<file path="src/rtl/spike_fetch_sequencer_if.sv">
`default_nettype none
// ============================================================================
// Module      : spike_fetch_sequencer_if
// Description : Bundle of spike inputs, read-address outputs and returned-
//               data framing flags for the spike fetch sequencer.
// Revision    : 1.0 - initial release
// ============================================================================
interface spike_fetch_sequencer_if #(
  parameter int N_SRC  = 30,
  parameter int ADDR_W = 10
);
  localparam int ID_W = (N_SRC > 1) ? $clog2(N_SRC) : 1;

  logic              boot_mode;
  logic [N_SRC-1:0]  spike_in;
  logic [ADDR_W-1:0] addr;
  logic              addr_valid;
  logic [ID_W-1:0]   src_id;
  logic              is_bias;
  logic              data_start;
  logic              data_last;
  logic              data_done;
  logic              busy;
  logic              merge_err;

  // Sequencer side: consumes spikes, drives the memory read port
  modport master (
    input  boot_mode, spike_in,
    output addr, addr_valid, src_id, is_bias,
           data_start, data_last, data_done, busy, merge_err
  );

  // Environment side: produces spikes, observes the read port
  modport slave (
    output boot_mode, spike_in,
    input  addr, addr_valid, src_id, is_bias,
           data_start, data_last, data_done, busy, merge_err
  );
endinterface
`default_nettype wire

</file>
<file path="src/rtl/spike_fetch_sequencer.sv">
`default_nettype none
// ============================================================================
// Module      : spike_fetch_sequencer
// Description : Latches spike events into a sticky pending mask, arbitrates
//               among them (fixed priority or round-robin) and emits one
//               burst of consecutive read addresses per grant. A bias burst
//               is issued first on boot. Framing flags are delayed by the
//               memory read latency to line up with returned data.
// Revision    : 1.0 - initial release
// ============================================================================
module spike_fetch_sequencer #(
  parameter int N_SRC      = 30,
  parameter int WORDS      = 2,
  parameter int STRIDE     = 2,
  parameter int ADDR_W     = 10,
  parameter int BIAS_BASE  = 60,
  parameter int BIAS_WORDS = 2,
  parameter int RD_LAT     = 1,
  parameter int ARB_RR     = 0
) (
  input  wire logic               clk,
  input  wire logic               rst,
  spike_fetch_sequencer_if.master bus
);
  localparam int ID_W    = (N_SRC > 1) ? $clog2(N_SRC) : 1;
  localparam int EXT_W   = ADDR_W + 8;
  localparam int MAX_LEN = (WORDS > BIAS_WORDS) ? WORDS : BIAS_WORDS;
  localparam int CNT_W   = $clog2(MAX_LEN + 1);

  typedef enum logic [0:0] {
    S_IDLE  = 1'b0,
    S_BURST = 1'b1
  } state_t;

  state_t            state_q, state_d;
  logic [N_SRC-1:0]  pend_q, pend_d;
  logic [ID_W-1:0]   ptr_q, ptr_d;
  logic              boot_req_q, boot_req_d;
  logic              boot_mode_prev_q;
  logic [ADDR_W-1:0] base_q, base_d;
  logic [ADDR_W-1:0] addr_q, addr_d;
  logic [CNT_W-1:0]  cnt_q, cnt_d;
  logic [CNT_W-1:0]  last_idx_q, last_idx_d;
  logic              addr_valid_q, addr_valid_d;
  logic [ID_W-1:0]   src_id_q, src_id_d;
  logic              is_bias_q, is_bias_d;
  logic [RD_LAT:0]   start_pipe_q, start_pipe_d;
  logic [RD_LAT:0]   last_pipe_q, last_pipe_d;
  logic              data_done_q, data_done_d;
  logic              merge_err_q, merge_err_d;

  logic              w_gnt_found;
  logic [ID_W-1:0]   w_gnt_idx;
  logic [ID_W-1:0]   w_cand;
  logic              w_take_bias;
  logic              w_take_src;
  logic [N_SRC-1:0]  w_gnt_mask;
  logic              w_first;
  logic              w_last;

  // Arbiter: scan from ptr (round-robin) or from 0 (fixed priority), first set bit wins
  always_comb begin
    w_gnt_found = 1'b0;
    w_gnt_idx   = '0;
    w_cand      = '0;
    for (int i = 0; i < N_SRC; i++) begin
      if (ARB_RR != 0) w_cand = ID_W'((int'(ptr_q) + i) % N_SRC);
      else             w_cand = ID_W'(i);
      if (!w_gnt_found && pend_q[w_cand]) begin
        w_gnt_found = 1'b1;
        w_gnt_idx   = w_cand;
      end
    end
  end

  // Bias request beats any spike; a grant only happens from IDLE
  assign w_take_bias = (state_q == S_IDLE) && boot_req_q;
  assign w_take_src  = (state_q == S_IDLE) && !boot_req_q && w_gnt_found;
  assign w_gnt_mask  = w_take_src ? (N_SRC'(1) << w_gnt_idx) : '0;

  // Next-state logic for the burst FSM, pending mask and framing pipes
  always_comb begin
    state_d      = state_q;
    pend_d       = (pend_q & ~w_gnt_mask) | bus.spike_in;
    ptr_d        = ptr_q;
    boot_req_d   = (boot_req_q & ~w_take_bias) | (bus.boot_mode & ~boot_mode_prev_q);
    base_d       = base_q;
    addr_d       = addr_q;
    cnt_d        = cnt_q;
    last_idx_d   = last_idx_q;
    addr_valid_d = addr_valid_q;
    src_id_d     = src_id_q;
    is_bias_d    = is_bias_q;
    w_first      = 1'b0;
    w_last       = 1'b0;

    case (state_q)
      S_IDLE: begin
        if (w_take_bias || w_take_src) begin
          // Granting registers word 0 immediately so bursts chain without a bubble
          base_d       = w_take_bias ? ADDR_W'(BIAS_BASE)
                                     : ADDR_W'(EXT_W'(w_gnt_idx) * EXT_W'(STRIDE));
          addr_d       = base_d;
          addr_valid_d = 1'b1;
          src_id_d     = w_take_bias ? '0 : w_gnt_idx;
          is_bias_d    = w_take_bias;
          last_idx_d   = w_take_bias ? CNT_W'(BIAS_WORDS - 1) : CNT_W'(WORDS - 1);
          cnt_d        = CNT_W'(1);
          w_first      = 1'b1;
          if (last_idx_d == '0) begin
            w_last  = 1'b1;
            state_d = S_IDLE;
          end else begin
            state_d = S_BURST;
          end
          if (w_take_src) begin
            ptr_d = (w_gnt_idx == ID_W'(N_SRC - 1)) ? '0 : w_gnt_idx + 1'b1;
          end
        end else begin
          addr_valid_d = 1'b0;
        end
      end
      S_BURST: begin
        addr_d       = ADDR_W'(EXT_W'(base_q) + EXT_W'(cnt_q));
        addr_valid_d = 1'b1;
        if (cnt_q == last_idx_q) begin
          w_last  = 1'b1;
          state_d = S_IDLE;
        end else begin
          cnt_d = cnt_q + 1'b1;
        end
      end
      default: state_d = S_IDLE;
    endcase

    start_pipe_d = {start_pipe_q[RD_LAT-1:0], w_first};
    last_pipe_d  = {last_pipe_q[RD_LAT-1:0], w_last};
    data_done_d  = last_pipe_q[RD_LAT];
    merge_err_d  = |(bus.spike_in & pend_q & ~w_gnt_mask);
  end

  // State registers; reset aborts any burst and drops in-flight framing flags
  always_ff @(posedge clk) begin
    if (rst) begin
      state_q          <= S_IDLE;
      pend_q           <= '0;
      ptr_q            <= '0;
      boot_req_q       <= 1'b0;
      boot_mode_prev_q <= 1'b0;
      base_q           <= '0;
      addr_q           <= '0;
      cnt_q            <= '0;
      last_idx_q       <= '0;
      addr_valid_q     <= 1'b0;
      src_id_q         <= '0;
      is_bias_q        <= 1'b0;
      start_pipe_q     <= '0;
      last_pipe_q      <= '0;
      data_done_q      <= 1'b0;
      merge_err_q      <= 1'b0;
    end else begin
      state_q          <= state_d;
      pend_q           <= pend_d;
      ptr_q            <= ptr_d;
      boot_req_q       <= boot_req_d;
      boot_mode_prev_q <= bus.boot_mode;
      base_q           <= base_d;
      addr_q           <= addr_d;
      cnt_q            <= cnt_d;
      last_idx_q       <= last_idx_d;
      addr_valid_q     <= addr_valid_d;
      src_id_q         <= src_id_d;
      is_bias_q        <= is_bias_d;
      start_pipe_q     <= start_pipe_d;
      last_pipe_q      <= last_pipe_d;
      data_done_q      <= data_done_d;
      merge_err_q      <= merge_err_d;
    end
  end

  assign bus.addr       = addr_q;
  assign bus.addr_valid = addr_valid_q;
  assign bus.src_id     = src_id_q;
  assign bus.is_bias    = is_bias_q;
  assign bus.data_start = start_pipe_q[RD_LAT];
  assign bus.data_last  = last_pipe_q[RD_LAT];
  assign bus.data_done  = data_done_q;
  assign bus.merge_err  = merge_err_q;
  assign bus.busy       = (state_q == S_BURST) | addr_valid_q | (|pend_q) | boot_req_q;

endmodule
`default_nettype wire

</file>
<file path="src/flat_wrapper.sv">
// flat-port wrapper written by rule: the top's interface ports become plain ports
module spike_fetch_sequencer_flat 
#(
  parameter int N_SRC      = 30,
  parameter int WORDS      = 2,
  parameter int STRIDE     = 2,
  parameter int ADDR_W     = 10,
  parameter int BIAS_BASE  = 60,
  parameter int BIAS_WORDS = 2,
  parameter int RD_LAT     = 1,
  parameter int ARB_RR     = 0
)
  (clk, rst, bus_boot_mode, bus_spike_in, bus_addr, bus_addr_valid, bus_src_id, bus_is_bias, bus_data_start, bus_data_last, bus_data_done, bus_busy, bus_merge_err);
  spike_fetch_sequencer_if #(.N_SRC(N_SRC), .ADDR_W(ADDR_W)) bus_i ();
  input  wire logic clk;
  input  wire logic rst;
  input wire logic [$bits(bus_i.boot_mode)-1:0] bus_boot_mode;
  input wire logic [$bits(bus_i.spike_in)-1:0] bus_spike_in;
  output wire logic [$bits(bus_i.addr)-1:0] bus_addr;
  output wire logic [$bits(bus_i.addr_valid)-1:0] bus_addr_valid;
  output wire logic [$bits(bus_i.src_id)-1:0] bus_src_id;
  output wire logic [$bits(bus_i.is_bias)-1:0] bus_is_bias;
  output wire logic [$bits(bus_i.data_start)-1:0] bus_data_start;
  output wire logic [$bits(bus_i.data_last)-1:0] bus_data_last;
  output wire logic [$bits(bus_i.data_done)-1:0] bus_data_done;
  output wire logic [$bits(bus_i.busy)-1:0] bus_busy;
  output wire logic [$bits(bus_i.merge_err)-1:0] bus_merge_err;
  assign bus_i.boot_mode = bus_boot_mode;
  assign bus_i.spike_in = bus_spike_in;
  assign bus_addr = bus_i.addr;
  assign bus_addr_valid = bus_i.addr_valid;
  assign bus_src_id = bus_i.src_id;
  assign bus_is_bias = bus_i.is_bias;
  assign bus_data_start = bus_i.data_start;
  assign bus_data_last = bus_i.data_last;
  assign bus_data_done = bus_i.data_done;
  assign bus_busy = bus_i.busy;
  assign bus_merge_err = bus_i.merge_err;
  spike_fetch_sequencer #(.N_SRC(N_SRC), .WORDS(WORDS), .STRIDE(STRIDE), .ADDR_W(ADDR_W), .BIAS_BASE(BIAS_BASE), .BIAS_WORDS(BIAS_WORDS), .RD_LAT(RD_LAT), .ARB_RR(ARB_RR)) u_core (.clk(clk), .rst(rst), .bus(bus_i));
endmodule
</file>
<file path="config.mk">
export PLATFORM = sky130hd
export DESIGN_NAME = spike_fetch_sequencer_flat
export DESIGN_NICKNAME = d
export VERILOG_FILES = /design/src/rtl/spike_fetch_sequencer_if.sv /design/src/rtl/spike_fetch_sequencer.sv /design/src/flat_wrapper.sv
export SDC_FILE = /design/constraint.sdc
export NUM_CORES = 1
export LEC_CHECK = 0
export BUFFER_PORTS_ARGS = -buffer_cell sky130_fd_sc_hd__clkbuf_2
export CAP_MARGIN = 10
export CORE_MARGIN = 2
export CORE_UTILIZATION = 56
export DETAILED_ROUTE_END_ITERATION = 8
export PLACE_DENSITY = 0.77
export SKIP_LAST_GASP = 1
export SLEW_MARGIN = 20
export SYNTH_ARGS = -nofsm -noshare
export SYNTH_HDL_FRONTEND = slang
export SYNTH_SLANG_ARGS = --single-unit
</file>
<file path="constraint.sdc">
create_clock -name clk -period 3.5 [get_ports clk]
set_input_delay 0.35 -clock clk [delete_from_list [all_inputs] [get_ports clk]]
set_output_delay 0.35 -clock clk [all_outputs]
set_load 0.005 [all_outputs]
</file>
==> flow_results.org, run 1 <==
** Outcome
- Run status :: complete, no violations

** Synth
- Syn. warnings :: 0
- Part of the Yosys area used for sequential elements :: 0.371
- After synthesis, the most frequently instantiated cells are sky130_fd_sc_hd__nor2_1, sky130_fd_sc_hd__dfxtp_1, sky130_fd_sc_hd__a21oi_1, sky130_fd_sc_hd__nand2_1, sky130_fd_sc_hd__o21ai_0.
- Most repeated cell in the gate-level netlist after synthesis :: sky130_fd_sc_hd__nor2_1
- Post-synthesis area per instance :: 7.65 µm²
- Synth Instances :: 423
- The synthesized design contains 0 enable-type register cells.
- Synthesis inferred 60 register bits.
- Number of distinct library cell variants in the gate-level netlist after synthesis :: 66
- In this run the cell area of the synthesized design comes to 3230 µm².
- After synthesis, the cell types taking the most area are sky130_fd_sc_hd__dfxtp_1, sky130_fd_sc_hd__a21oi_1, sky130_fd_sc_hd__nor2_1.
- Of all cell types, the one taking the most synthesized area is sky130_fd_sc_hd__dfxtp_1.
- Most used DFF post-synth :: sky130_fd_sc_hd__dfxtp_1
- For this run, asynchronously set or reset flops after synthesis account for 0.
- Fraction of synthesized cell area taken by the top area cell type :: 0.371

** Clock network
- TritonCTS built the clock tree.
- Post-CTS setup buffers :: 0
- Clock Latency Late Sink :: 0.35 ns
- Clk root buf :: sky130_fd_sc_hd__clkbuf_8
- For this design, the CTS-stage hold fixing added 0 buffers.
- The clock net in this run drives a total of 60 sinks.
- TritonCTS created 9 clock buffers.
- The number of gates resized after CTS was 0.
- Maximum buffer depth of the clock tree :: 2
- After clock tree synthesis, the clock-pin slew on the worst setup and hold paths is 0.08 ns.
- The H-tree generated during clock tree synthesis spans 3 levels.

** STA
- Hold timing on the final database bottoms out at a slack of 0.218 ns.
- Subtracting the final worst setup slack from the clock period gives 3.27 ns.
- On the final layout, the worst clock skew is 0.0107 ns.
- The final-report hold violation count came to 0.
- The number of max-slew violations in the final report is 0.
- For the pin with the worst max-slew slack, the measured transition is 0.761 ns.
- Number of setup violations in the final report :: 0
- Derived from the worst setup path, the maximum achievable clock frequency is 0.306 GHz.
- Setup repair after global routing left no endpoint under its margin.
- Setup total negative slack :: 0 ns
- Worst slew margin relative to its limit :: 0.489
- Final Cycle Share :: 0.933

** Drt
- Via count :: 3,496
- The routed design has 10,200 µm of wire.
- After detailed routing, the average wire length per cell comes to 18.0 µm.
- The count of nets left with antenna violations once routing finished came out at 0.
- Post-detailed-route DRC marker count :: 0
- The first routing iteration left 270 violations.
- Via density :: 6.19
- Total iterations of the first detailed-routing run :: 5

** Job
- Max_cap viols :: 0

** Placement
- Once placement completed, the tool counted placed cells totaling 549.
- Routability-driven placement finished with a final weighted congestion of 1.03.
- Detailed placement finished with a half-perimeter wire length of 7660 µm.
- I/O Buffers :: 51

** Critical path
- Critical path capture point type :: flop
- For the worst setup path, the data required time is 3.70 ns.
- Crit path launch type :: flop
- Library cell contributing the largest single delay on the critical path :: sky130_fd_sc_hd__or4_1
- Walking the worst path, the cells encountered are or4_1, o221ai_1, a21oi_1, or3_1, buf_4, or4_4, a2111oi_2, o2111a_1, a41oi_1.
- The number of buffers and inverters on the critical path is 1.
- Broken down by cell family, the worst path's largest delay share belongs to simple AND/OR/NAND/NOR gates.
- STA puts the critical path data arrival time at 3.47 ns.
- Slowest Stage Delay on Critical Path :: 0.53 ns
- The setup path with the least slack is of type flop to flop.
- CP Max Fanout :: 6

** GRT
- Vias in the first global route :: 3,165
- Overflow left after global routing :: 0
- The initial antenna violation count was 0.
- Maximum number of pins on one net before global-route repair :: 35
- First-pass GRT wire length :: 16,000 µm
- GRT Overall Usage :: 0.331

** Layout
- Post-Layout Cell Count :: 565
- Area growth from synthesis to layout :: 20.5%
- Number of fill cells in the layout :: 515
- For this run, the post-layout net count is 523.
- Summing all multi-input logic gate instances after layout gives 1850 µm².
- Of the cells placed in the final design, the portion with a size suffix greater than 1 is 0.221.
- Final core occ :: 0.704
- Antenna cell count :: 0
- Sequential cell area :: 1200 µm²

** Floorplan
- I/O pin count :: 55
- The floorplan has 27 rows.
- Die Y :: 80.0 µm
- In this run the standard cell core region covers 5540 µm².
- The die covers 6400 µm².
- The die is 80.0 µm wide.
- Initial core utilization :: 0.584

** Min path
- Worst min path class :: input pin to flop

** Pwr
- VDD sags by at most 277 µV.
- Tot Pwr :: 1.87 mW
- P per Cell Area :: 480 nW/µm²
- P_leak :: 1.59 nW
## cells by family (layout without fill, tap and decap cells)
kind of cell / after synthesis / in the layout / share of synthesized area
DFF: 60 / 60 / 0.371
AOI/OAI and AO/OA: 127 / 127 / 0.262
muxes: 1 / 1 / 0.00309
adders and majority gates: 2 / 2 / 0.00774
xor gates and xnor gates: 4 / 4 / 0.0108
and+or+nand+nor: 182 / 182 / 0.283
other: 1 / 3 / 0.00116
buffers and inverters: 46 / 114 / 0.0603
## per-layer routing
metal,wire length (µm),share of wire,global-route usage,vias to the layer above
met5,0,0,0,-
met4,247,0.024,0.142,0
met3,911,0.090,0.0622,28
met2,4430,0.44,0.478,191
met1,4590,0.45,0.479,1602
li1,-,-,-,1675
## through the flow
step	cell area [µm²]	setup WS [ns]
finish	3900	0.234
global route	3900	0.0400
CTS	3900	0.255
detailed placement	3680	0.273
global placement	3680	0.203
floorplan	3240	0.622
## final timing paths
path                                end  cells past startpoint  slack [ns]                   from
hold reg to reg   u_core.last_pipe_q[1]                      1        0.45  u_core.last_pipe_q[0]
setup reg to reg   u_core.bus.merge_err                      9        0.23      u_core.pend_q[18]
hold / removal        u_core.pend_q[15]                      3        0.22       bus_spike_in[15]
setup / recovery   u_core.bus.merge_err                      9        0.23      u_core.pend_q[18]
## cells in the final DEF, fill, tap and decap left out, types with 6 or more instances in the layout
cell type,synthesis,layout
sky130_fd_sc_hd__nor2b_1,7,7
sky130_fd_sc_hd__nand3_1,9,9
sky130_fd_sc_hd__and3_1,6,6
sky130_fd_sc_hd__nor3_1,11,11
sky130_fd_sc_hd__or3_1,6,6
sky130_fd_sc_hd__clkbuf_2,0,51
sky130_fd_sc_hd__o21ai_0,19,19
sky130_fd_sc_hd__buf_4,4,29
sky130_fd_sc_hd__nand4_1,7,7
sky130_fd_sc_hd__dfxtp_1,60,60
sky130_fd_sc_hd__nand2_1,37,37
sky130_fd_sc_hd__nor4_1,8,8
sky130_fd_sc_hd__o211ai_1,7,7
sky130_fd_sc_hd__nand2b_1,6,6
sky130_fd_sc_hd__nor2_1,61,61
sky130_fd_sc_hd__inv_1,18,18
sky130_fd_sc_hd__clkbuf_8,0,9
sky130_fd_sc_hd__a21oi_1,48,48
## flip-flops by register name, indices dropped and copies added (netlist names)
signal and cells:
u_core.cnt_q 2, u_core.bus.src_id 5, u_core.boot_mode_prev_q 1, u_core.state_q 1, u_core.bus.merge_err 1, u_core.start_pipe_q 2, u_core.base_q 4, u_core.pend_q 30
u_core.last_pipe_q 2, u_core.bus.addr_valid 1, u_core.bus.data_done 1, u_core.bus.is_bias 1, u_core.last_idx_q 1, u_core.bus.addr 7, u_core.boot_req_q 1
## power breakdown
part	internal [mW]	total [mW]	switching [mW]
combinational	0.153	0.371	0.218
sequential	0.733	0.790	0.0569
clock	0.404	0.711	0.307
## worst register-to-register path, delay by kind of cell, from the launching register on
| family | cells | cell delay [ns] |
|---|---|---|
| simple gates | 3 | 1.53 |
| flops | 1 | 0.34 |
| compound gates | 5 | 1.05 |
| buf+inv | 1 | 0.20 |
## area by class of cell
| cell class | instances | area share |
|---|---|---|
| multi-input combinational | 319 | 0.473 |
| sequential | 60 | 0.308 |
| timing repair buffer | 80 | 0.121 |
| clock buffer | 9 | 0.0318 |
| clock inverter | 7 | 0.0250 |
| tap | 72 | 0.0231 |
| inverter | 18 | 0.0173 |
(Power assumes the default switching activity.)
==> run 2, diff against run 1 <==
--- a/config.mk
+++ b/config.mk
@@ -8,9 +8,10 @@
 export BUFFER_PORTS_ARGS = -buffer_cell sky130_fd_sc_hd__clkbuf_2
 export CAP_MARGIN = 10
 export CORE_MARGIN = 2
-export CORE_UTILIZATION = 56
+export CORE_UTILIZATION = 45
 export DETAILED_ROUTE_END_ITERATION = 8
-export PLACE_DENSITY = 0.77
+export PLACE_DENSITY = 0.63
+export REMOVE_ABC_BUFFERS = 1
 export SKIP_LAST_GASP = 1
 export SLEW_MARGIN = 20
 export SYNTH_ARGS = -nofsm -noshare
==> constraint.sdc (replaced) <==
create_clock -name clk -period 3.6 [get_ports clk]
set_input_delay 0.36 -clock clk [delete_from_list [all_inputs] [get_ports clk]]
set_output_delay 0.36 -clock clk [all_outputs]
set_load 0.005 [all_outputs]
==> run 2 against run 1 <==
Net effect:
- via count fell by 1.9%
- routed wire length rose by 2.9%
- first-iteration DRC count rose by 11%
- critical path depth fell by 1
- flip-flop and latch count did not move
- clock power fell by 21%
- total power fell by 10%
- final cell count rose by 4.2%
- critical endpoint unchanged
==> flow_results.org, run 2 (same netlist as run 1, synthesis figures left out) <==
** Drt
- Via density :: 5.82 (-5.9%)
- The routed length per instance is 17.8 µm (-1.3%).
- The routed via count came to 3,430 (-1.9%).
- Post-detailed-route DRC marker count :: 0 (unchanged)
- The overall routed net length was 10,500 µm (+2.9%).
- Total iterations of the first detailed-routing run :: 5 (unchanged)
- DRT iter0 DRCs :: 300 (+11%)
- Antenna Nets Post-Route :: 0 (unchanged)

** Clock network
- The total number of H-tree levels was 3 (unchanged).
- The maximum count of clock buffers along a single path is 2 (unchanged).
- The clock sink count came to 60 (unchanged).
- The root buffer cell chosen for the clock tree is sky130_fd_sc_hd__clkbuf_8.
- Clock slew at reported path FFs :: 0.07 ns (about the same)
- Number of buffers created by CTS :: 9 (unchanged)
- The clock insertion delay at the later pin of the skew report is 0.35 ns (about the same).
- CTS tree :: yes
- The post-CTS setup buffer count is 0 (unchanged).

** Critical path
- The worst setup path is captured at a flop.
- Worst endpoint data arrival time :: 3.56 ns (+0.09 ns)
- Library cell contributing the largest single delay on the critical path :: sky130_fd_sc_hd__or4_1
- Crit path kind :: flop to flop
- In this design, the critical path's most frequently occurring cell is sky130_fd_sc_hd__or4_1.
- The stage delay of the slowest cell on the critical path was 0.63 ns (+0.10 ns).
- The number of buffer and inverter stages on the critical path was 0 (-1).
- The kind of cell with the highest combined delay along the critical path is simple AND/OR/NAND/NOR gates.
- STA classifies the critical path startpoint as a flop.
- CP Max Fanout :: 6 (unchanged)
- Reg2reg path depth :: 8 (-1)
- Required time of the critical path :: 3.81 ns (+0.11 ns)
- Critical path cell sequence :: or4_1, or4_1, a21oi_1, nor3_1, o41ai_2, a2bb2o_1, nor4b_2, a41oi_1
- The logic depth of the worst path, buffers included was 8 (-1).

** Layout
- Number of nets in the layout :: 522 (-0.19%)
- The area of all sequential standard cells was 1200 µm² (unchanged).
- The synthesis-to-finish area growth came to 20.6% (about the same).
- The multi-input gate area in the final layout came to 1870 µm² (+1.2%).
- Number of fill cells in the layout :: 681 (+32%)
- The library cells used most frequently in the layout, excluding fill and tap cells, are sky130_fd_sc_hd__nor2_1, sky130_fd_sc_hd__dfxtp_1, sky130_fd_sc_hd__clkbuf_2.
- The fraction of final layout cells with drive strength greater than 1 came to 0.226 (+0.00451).
- The library cell used most frequently in the layout, excluding fill and tap cells, is sky130_fd_sc_hd__nor2_1.
- Number of flip-flops under the largest register name :: 30 (unchanged)
- Largest register by flop count :: u_core.pend_q

** GRT
- Number of antenna violations at the first check in global routing :: 0 (unchanged)
- Vias in the first global route :: 3,100 (-2.1%)
- The total overflow reported by the global router came to 0 (unchanged).
- First-pass GRT wire length :: 16,400 µm (+2.6%)
- The total routing usage reported by global routing was 0.279 (-0.0526).
- Maximum number of pins on one net before global-route repair :: 34 (-2.9%)

** Floorplan
- Floorplan die width :: 88.8 µm (+11%)
- The floorplan row count was 30 (+11%).
- The boundary pin count was 55 (unchanged).
- The starting density of the core came to 0.471 (-0.113).
- Overall die area :: 7880 µm² (+23%)
- Die Y :: 88.8 µm (+11%)
- Floorplan core area :: 6870 µm² (+24%)

** STA
- Max-slew violation total from the final report :: 0 (unchanged)
- The worst slew margin relative to its limit is 0.606 (+0.117).
- The final-report setup violation count came to 0 (unchanged).
- The maximum clock rate is 0.298 GHz (-2.7%).
- Unrepaired setup endpoints after global routing :: false
- The ratio of final minimum period to clock period is 0.932 (-0.000961).
- The final hold slack is 0.232 ns (+0.0133 ns).
- The final-report hold violation count is 0 (unchanged).
- The setup TNS after final layout was 0 ns (unchanged).
- Final critical delay including setup and external delays :: 3.36 ns (+0.0899 ns)
- Slew at the pin closest to its max-slew limit :: 0.576 ns (-0.185 ns)
- The worst-case clock skew came to 0.00939 ns (-0.00127 ns).

** Outcome
- Run status :: complete, no violations

** Min path
- The tightest min-delay check is of the input pin to flop type.
- Hold Crit Depth :: 3 (unchanged)

** Job
- Max_cap viols :: 0 (unchanged)

** Placement
- I/O Buffers :: 51 (unchanged)
- Routability Congestion :: 0.959 (-6.5%)
- The post-detailed-placement half-perimeter wirelength came to 8080 µm (+5.6%).

** Pwr
- P per Cell Area :: 432 nW/µm² (-10%)
- Tot Pwr :: 1.69 mW (-10%)
- The static power due to leakage was 1.57 nW (-1.2%).
- The peak supply drop was 238 µV (-14%).
==> run 2: changes by cell type in the layout (fill, tap and decap cells not counted), sizes merged <==
cell,before,now
bufinv,2,0
clkinv,1,3
buf,29,28
diode,0,1
==> run 2: what timing repair did <==
| action | in CTS | in global routing |
|---|---|---|
| hold endpoints to repair | 0 | 0 |
| hold buffers | 0 | 0 |
| endpoints found under the setup margin | 0 | 1 |
| resized for setup | 0 | 4 |
==> run 2: path summary, 6_finish.rpt <==
path | to | slack (ns) | from
min reg2reg | u_core.last_pipe_q[1] | 0.44 | u_core.last_pipe_q[0]
max reg2reg | u_core.bus.merge_err | 0.24 | u_core.pend_q[16]
min | u_core.pend_q[23] | 0.23 | bus_spike_in[23]
max | u_core.bus.merge_err | 0.24 | u_core.pend_q[16]
==> run 2: layout make-up <==
cell class,count,share of cell area
multi-input combinational,319,0.479
sequential,60,0.308
clock buffer,9,0.0318
inverter,18,0.0173
clock inverter,7,0.0132
tap,96,0.0308
timing repair buffer,79,0.119
antenna,1,0.000642
==> run 2: layer usage <==
layer / global-route usage / up-vias / share of wire
met4: 0.102 / 0 / 0.022
met3: 0.0504 / 20 / 0.064
met2: 0.410 / 133 / 0.43
met1: 0.405 / 1612 / 0.48
met5: 0 / - / 0
li1: - / 1665 / -
==> run 2: report_power, final <==
group          switching, mW  internal (mW)  leakage [nW]
Sequential            0.0539          0.713         0.499
Clock                  0.311          0.253        0.0860
Combinational          0.209          0.147         0.986
==> run 2: worst min-delay path: cells and delay by family <==
family | cells | cell delay, ns
AOI/OAI and AO/OA | 1 | 0.03
buffers and inverters | 1 | 0.08
and+or+nand+nor | 1 | 0.07
==> run 2: through the flow <==
stage,setup slack (ns),instances,utilization,instance area (µm²)
after floorplan,0.513,397,-,3110
after global placement,0.258,572,0.539,3700
after detailed placement,0.255,572,0.539,3700
after CTS,0.230,588,0.564,3870
after global routing,0.0676,588,0.567,3900
final,0.244,589,0.568,3900
==> run 3, diff against run 2 <==
--- a/config.mk
+++ b/config.mk
@@ -7,6 +7,7 @@
 export LEC_CHECK = 0
 export BUFFER_PORTS_ARGS = -buffer_cell sky130_fd_sc_hd__clkbuf_2
 export CAP_MARGIN = 10
+export CORE_ASPECT_RATIO = 1.75
 export CORE_MARGIN = 2
 export CORE_UTILIZATION = 45
 export DETAILED_ROUTE_END_ITERATION = 8
==> run 3 against run 2 <==
Net effect:
- clock power grew 67%
- total power is 23% higher
- final cell count decreased by 2.2%
- sequential share of layout area decreased by 1.0 points
- critical endpoint unchanged
- largest cell class unchanged
- largest power group is now clock
==> flow_results.org, run 3 (same netlist as run 1, synthesis figures left out) <==
** Critical path
- Worst endpoint data arrival time :: 3.55 ns (about the same)
- The minimum setup slack among reg-to-reg paths is 0.22 ns (-0.03 ns).
- Delay-heaviest family, CP :: simple AND/OR/NAND/NOR gates
- The most critical setup path has its startpoint at u_core.pend_q[16].
- Buffer and inverter count on the worst path :: 0 (unchanged)
- STA classifies the critical path endpoint as a flop.
- CP Max Fanout :: 10 (+4)
- The critical path goes through or4_1, or3_1, o22a_1, o2111a_1, or4_4, a2111oi_2, o2111a_1, a41oi_1.
- Slowest Stage Delay on Critical Path :: 0.64 ns (about the same)
- The depth of the most critical reg-to-reg path came to 8 (unchanged).
- Worst reg2reg endpoint :: u_core.bus.merge_err
- Cell mode on critical path :: sky130_fd_sc_hd__o2111a_1
- Crit path launch type :: flop
- In this run the worst setup path terminates at u_core.bus.merge_err.
- Worst reg2reg path startpoint :: u_core.pend_q[16]
- Critical Path Stages :: 8 (unchanged)
- On the critical path, the stage with the largest delay is an instance of sky130_fd_sc_hd__or4_1.
- Required time of the critical path :: 3.77 ns (-0.04 ns)
- The critical path in this run is classified as flop to flop.

** Drt
- The overall routed net length is 11,000 µm (+4.7%).
- Via count :: 3,433 (+0.087%)
- The residual DRC count came to 0 (unchanged).
- Total iterations of the first detailed-routing run :: 4 (-1)
- The count of nets left with antenna violations after detail routing is 0 (unchanged).
- Via density :: 5.96 (+2.3%)
- Average detailed-routed wire length per instance :: 19.0 µm (+7.1%)
- The initial detailed-routing violation count came to 217 (-28%).

** Layout
- The number of flip-flops under the largest register name was 30 (unchanged).
- Ranked by flip-flop count, first place goes to u_core.pend_q.
- The utilization after layout was 0.584 (+0.0165).
- The library cells used most frequently in the layout, excluding fill and tap cells, are sky130_fd_sc_hd__nor2_1, sky130_fd_sc_hd__dfxtp_1, sky130_fd_sc_hd__clkbuf_2.
- Number of fill cells in the layout :: 645 (-5.3%)
- The total number of nets in the final design is 522 (unchanged).
- Leaving out fill and tap cells, the most frequent cell in the layout is sky130_fd_sc_hd__nor2_1.
- Antenna cell count :: 0 (-1)
- Compared with the post-synthesis result, the final layout area differs by 24.8%.
- The fraction of final layout cells with drive strength greater than 1 came to 0.228 (+0.00203).
- The cell area after layout was 4040 µm² (+3.5%).

** STA
- The final-report setup violation count is 0 (unchanged).
- The ratio of final minimum period to clock period is 0.940 (+0.00746).
- Worst slew margin relative to its limit :: 0.431 (-0.175)
- Final critical delay including setup and external delays :: 3.38 ns (+0.0269 ns)
- Post-Route Skew :: 0.00578 ns (-0.00361 ns)
- Endpoints failing hold :: 0 (unchanged)
- The number of max-slew violations in the final report was 0 (unchanged).
- Setup total negative slack :: 0 ns (unchanged)
- Highest clock rate :: 0.296 GHz (-0.79%)
- Unrepaired setup endpoints after global routing :: false
- Slew at the pin closest to its max-slew limit :: 0.854 ns (+0.278 ns)
- The final hold slack is 0.241 ns (+0.00894 ns).

** Clock network
- Post-CTS setup buffers :: 0 (unchanged)
- TritonCTS built the clock tree.
- Quantity of hold-fixing buffers added after cts :: 0 (unchanged)
- Number of buffers created by CTS :: 9 (unchanged)
- Clk root buf :: sky130_fd_sc_hd__clkbuf_16
- The total number of H-tree levels was 3 (unchanged).
- The clock insertion delay at the later pin of the skew report was 0.34 ns (about the same).
- The clock-pin transition on the worst setup and hold timing paths came to 0.06 ns (about the same).
- Clock Sink Count :: 60 (unchanged)
- The maximum count of clock buffers along a single path is 2 (unchanged).

** Floorplan
- The boundary pin count is 55 (unchanged).
- The overall die height is 116 µm (+31%).
- The die width was 68.1 µm (-23%).
- The die footprint came to 7910 µm² (+0.33%).
- The starting density of the core was 0.468 (-0.00256).
- The area inside the core boundary was 6910 µm² (+0.55%).
- The floorplan row count is 40 (+33%).

** GRT
- The first-pass GRT wire length came to 16,600 µm (+1.0%).
- The number of global-route vias before repair was 3,274 (+5.6%).
- The initial antenna violation count came to 0 (unchanged).
- Overflow left after global routing :: 0 (unchanged)
- GRT Overall Usage :: 0.292 (+0.0134)
- Maximum number of pins on one net before global-route repair :: 40 (+18%)

** Outcome
- Run status :: complete, no violations

** Placement
- Routability Congestion :: 1.01 (+4.8%)
- The post-detailed-placement half-perimeter wirelength is 8390 µm (+3.8%).
- The total of buffers placed on input and output ports is 51 (unchanged).
- Area after detailed placement :: 3680 µm² (-0.41%)

** Pwr
- The static power due to leakage is 1.64 nW (+4.7%).
- Relative contribution of sequential cells to total power :: 0.372 (-0.083)
- Internal Power :: 1.48 mW (+33%)
- The overall power consumption came to 2.07 mW (+23%).
- Net switching power :: 0.584 mW (+1.8%)
- The clock power share is 0.456 (+0.122).
- The switching portion of total power is 0.282 (-0.0580).
- The combinational group share of total power was 0.172 (-0.039).
- The power density over cell area came to 513 nW/µm² (+19%).
- The peak supply drop came to 364 µV (+53%).

** Min path
- The min-delay analysis places its worst path in the category input pin to flop.

** Job
- The number of maximum-capacitance violations was 0 (unchanged).
[run 3: cell types whose count changed in the layout (fill, tap and decap cells not counted), sizes merged]
cell	change
diode	-1
clkbuf	+1
clkinvlp	-1
inv	-1
clkinv	-1
bufinv	+2
[run 3: power by group through the flow]
stage	Clock, mW	Combinational, mW	Sequential, mW
after CTS	0.952	0.348	0.767
after detailed placement	0	0.345	0.781
after floorplan	0	0.189	0.772
final	0.944	0.356	0.768
after global placement	0	0.343	0.779
after global routing	0.974	0.389	0.774
[run 3: final cells by class]
class	count	area, µm²	area share
Sequential cell	60	1200	0.298
Clock inverter	6	86.3	0.0214
Inverter	18	67.6	0.0167
Timing Repair Buffer	79	465	0.115
Multi-Input combinational cell	319	1870	0.464
Clock buffer	10	239	0.0592
Tap cell	84	105	0.0260
[run 3: worst min-delay path by stage]
stage,start,end,slack [ns],cells after the start
floorplan,u_core.last_pipe_q[0],u_core.last_pipe_q[1],0.41,1
global placement,u_core.last_pipe_q[0],u_core.last_pipe_q[1],0.42,1
finish,bus_spike_in[15],u_core.pend_q[15],0.24,3
CTS,bus_spike_in[15],u_core.pend_q[15],0.24,3
detailed placement,u_core.last_pipe_q[0],u_core.last_pipe_q[1],0.43,1
global route,bus_spike_in[15],u_core.pend_q[15],0.26,3
[run 3: routing by layer]
layer  routed length (µm)  vias up  GRT usage
li1                     -     1668          -
met1                 3940     1583      0.291
met2                 5580      132      0.502
met3                  595       50     0.0665
met4                  840        0      0.231
met5                    0        -          0
[run 3: what timing repair did]
item                                    in CTS  in global routing
endpoints found under the setup margin       1                  1
pin swaps                                    0                  0
gates resized for setup                      1                  4
[run 3: worst register-to-register path, stage by stage, from the launching register on]
cell                        delay, ns
sky130_fd_sc_hd__dfxtp_1         0.35
sky130_fd_sc_hd__or4_1           0.64
sky130_fd_sc_hd__or3_1           0.38
sky130_fd_sc_hd__o22a_1          0.20
sky130_fd_sc_hd__o2111a_1        0.40
sky130_fd_sc_hd__or4_4           0.55
sky130_fd_sc_hd__a2111oi_2       0.34
sky130_fd_sc_hd__o2111a_1        0.23
sky130_fd_sc_hd__a41oi_1         0.11
[run 3: per-stage QoR]
| step | setup WS, ns | cells |
|---|---|---|
| after CTS | 0.0641 | 576 |
| after global routing | 0.0558 | 576 |
| after detailed placement | -0.0249 | 560 |
| after global placement | 0.0142 | 560 |
| after floorplan | 0.513 | 397 |
| final | 0.217 | 576 |
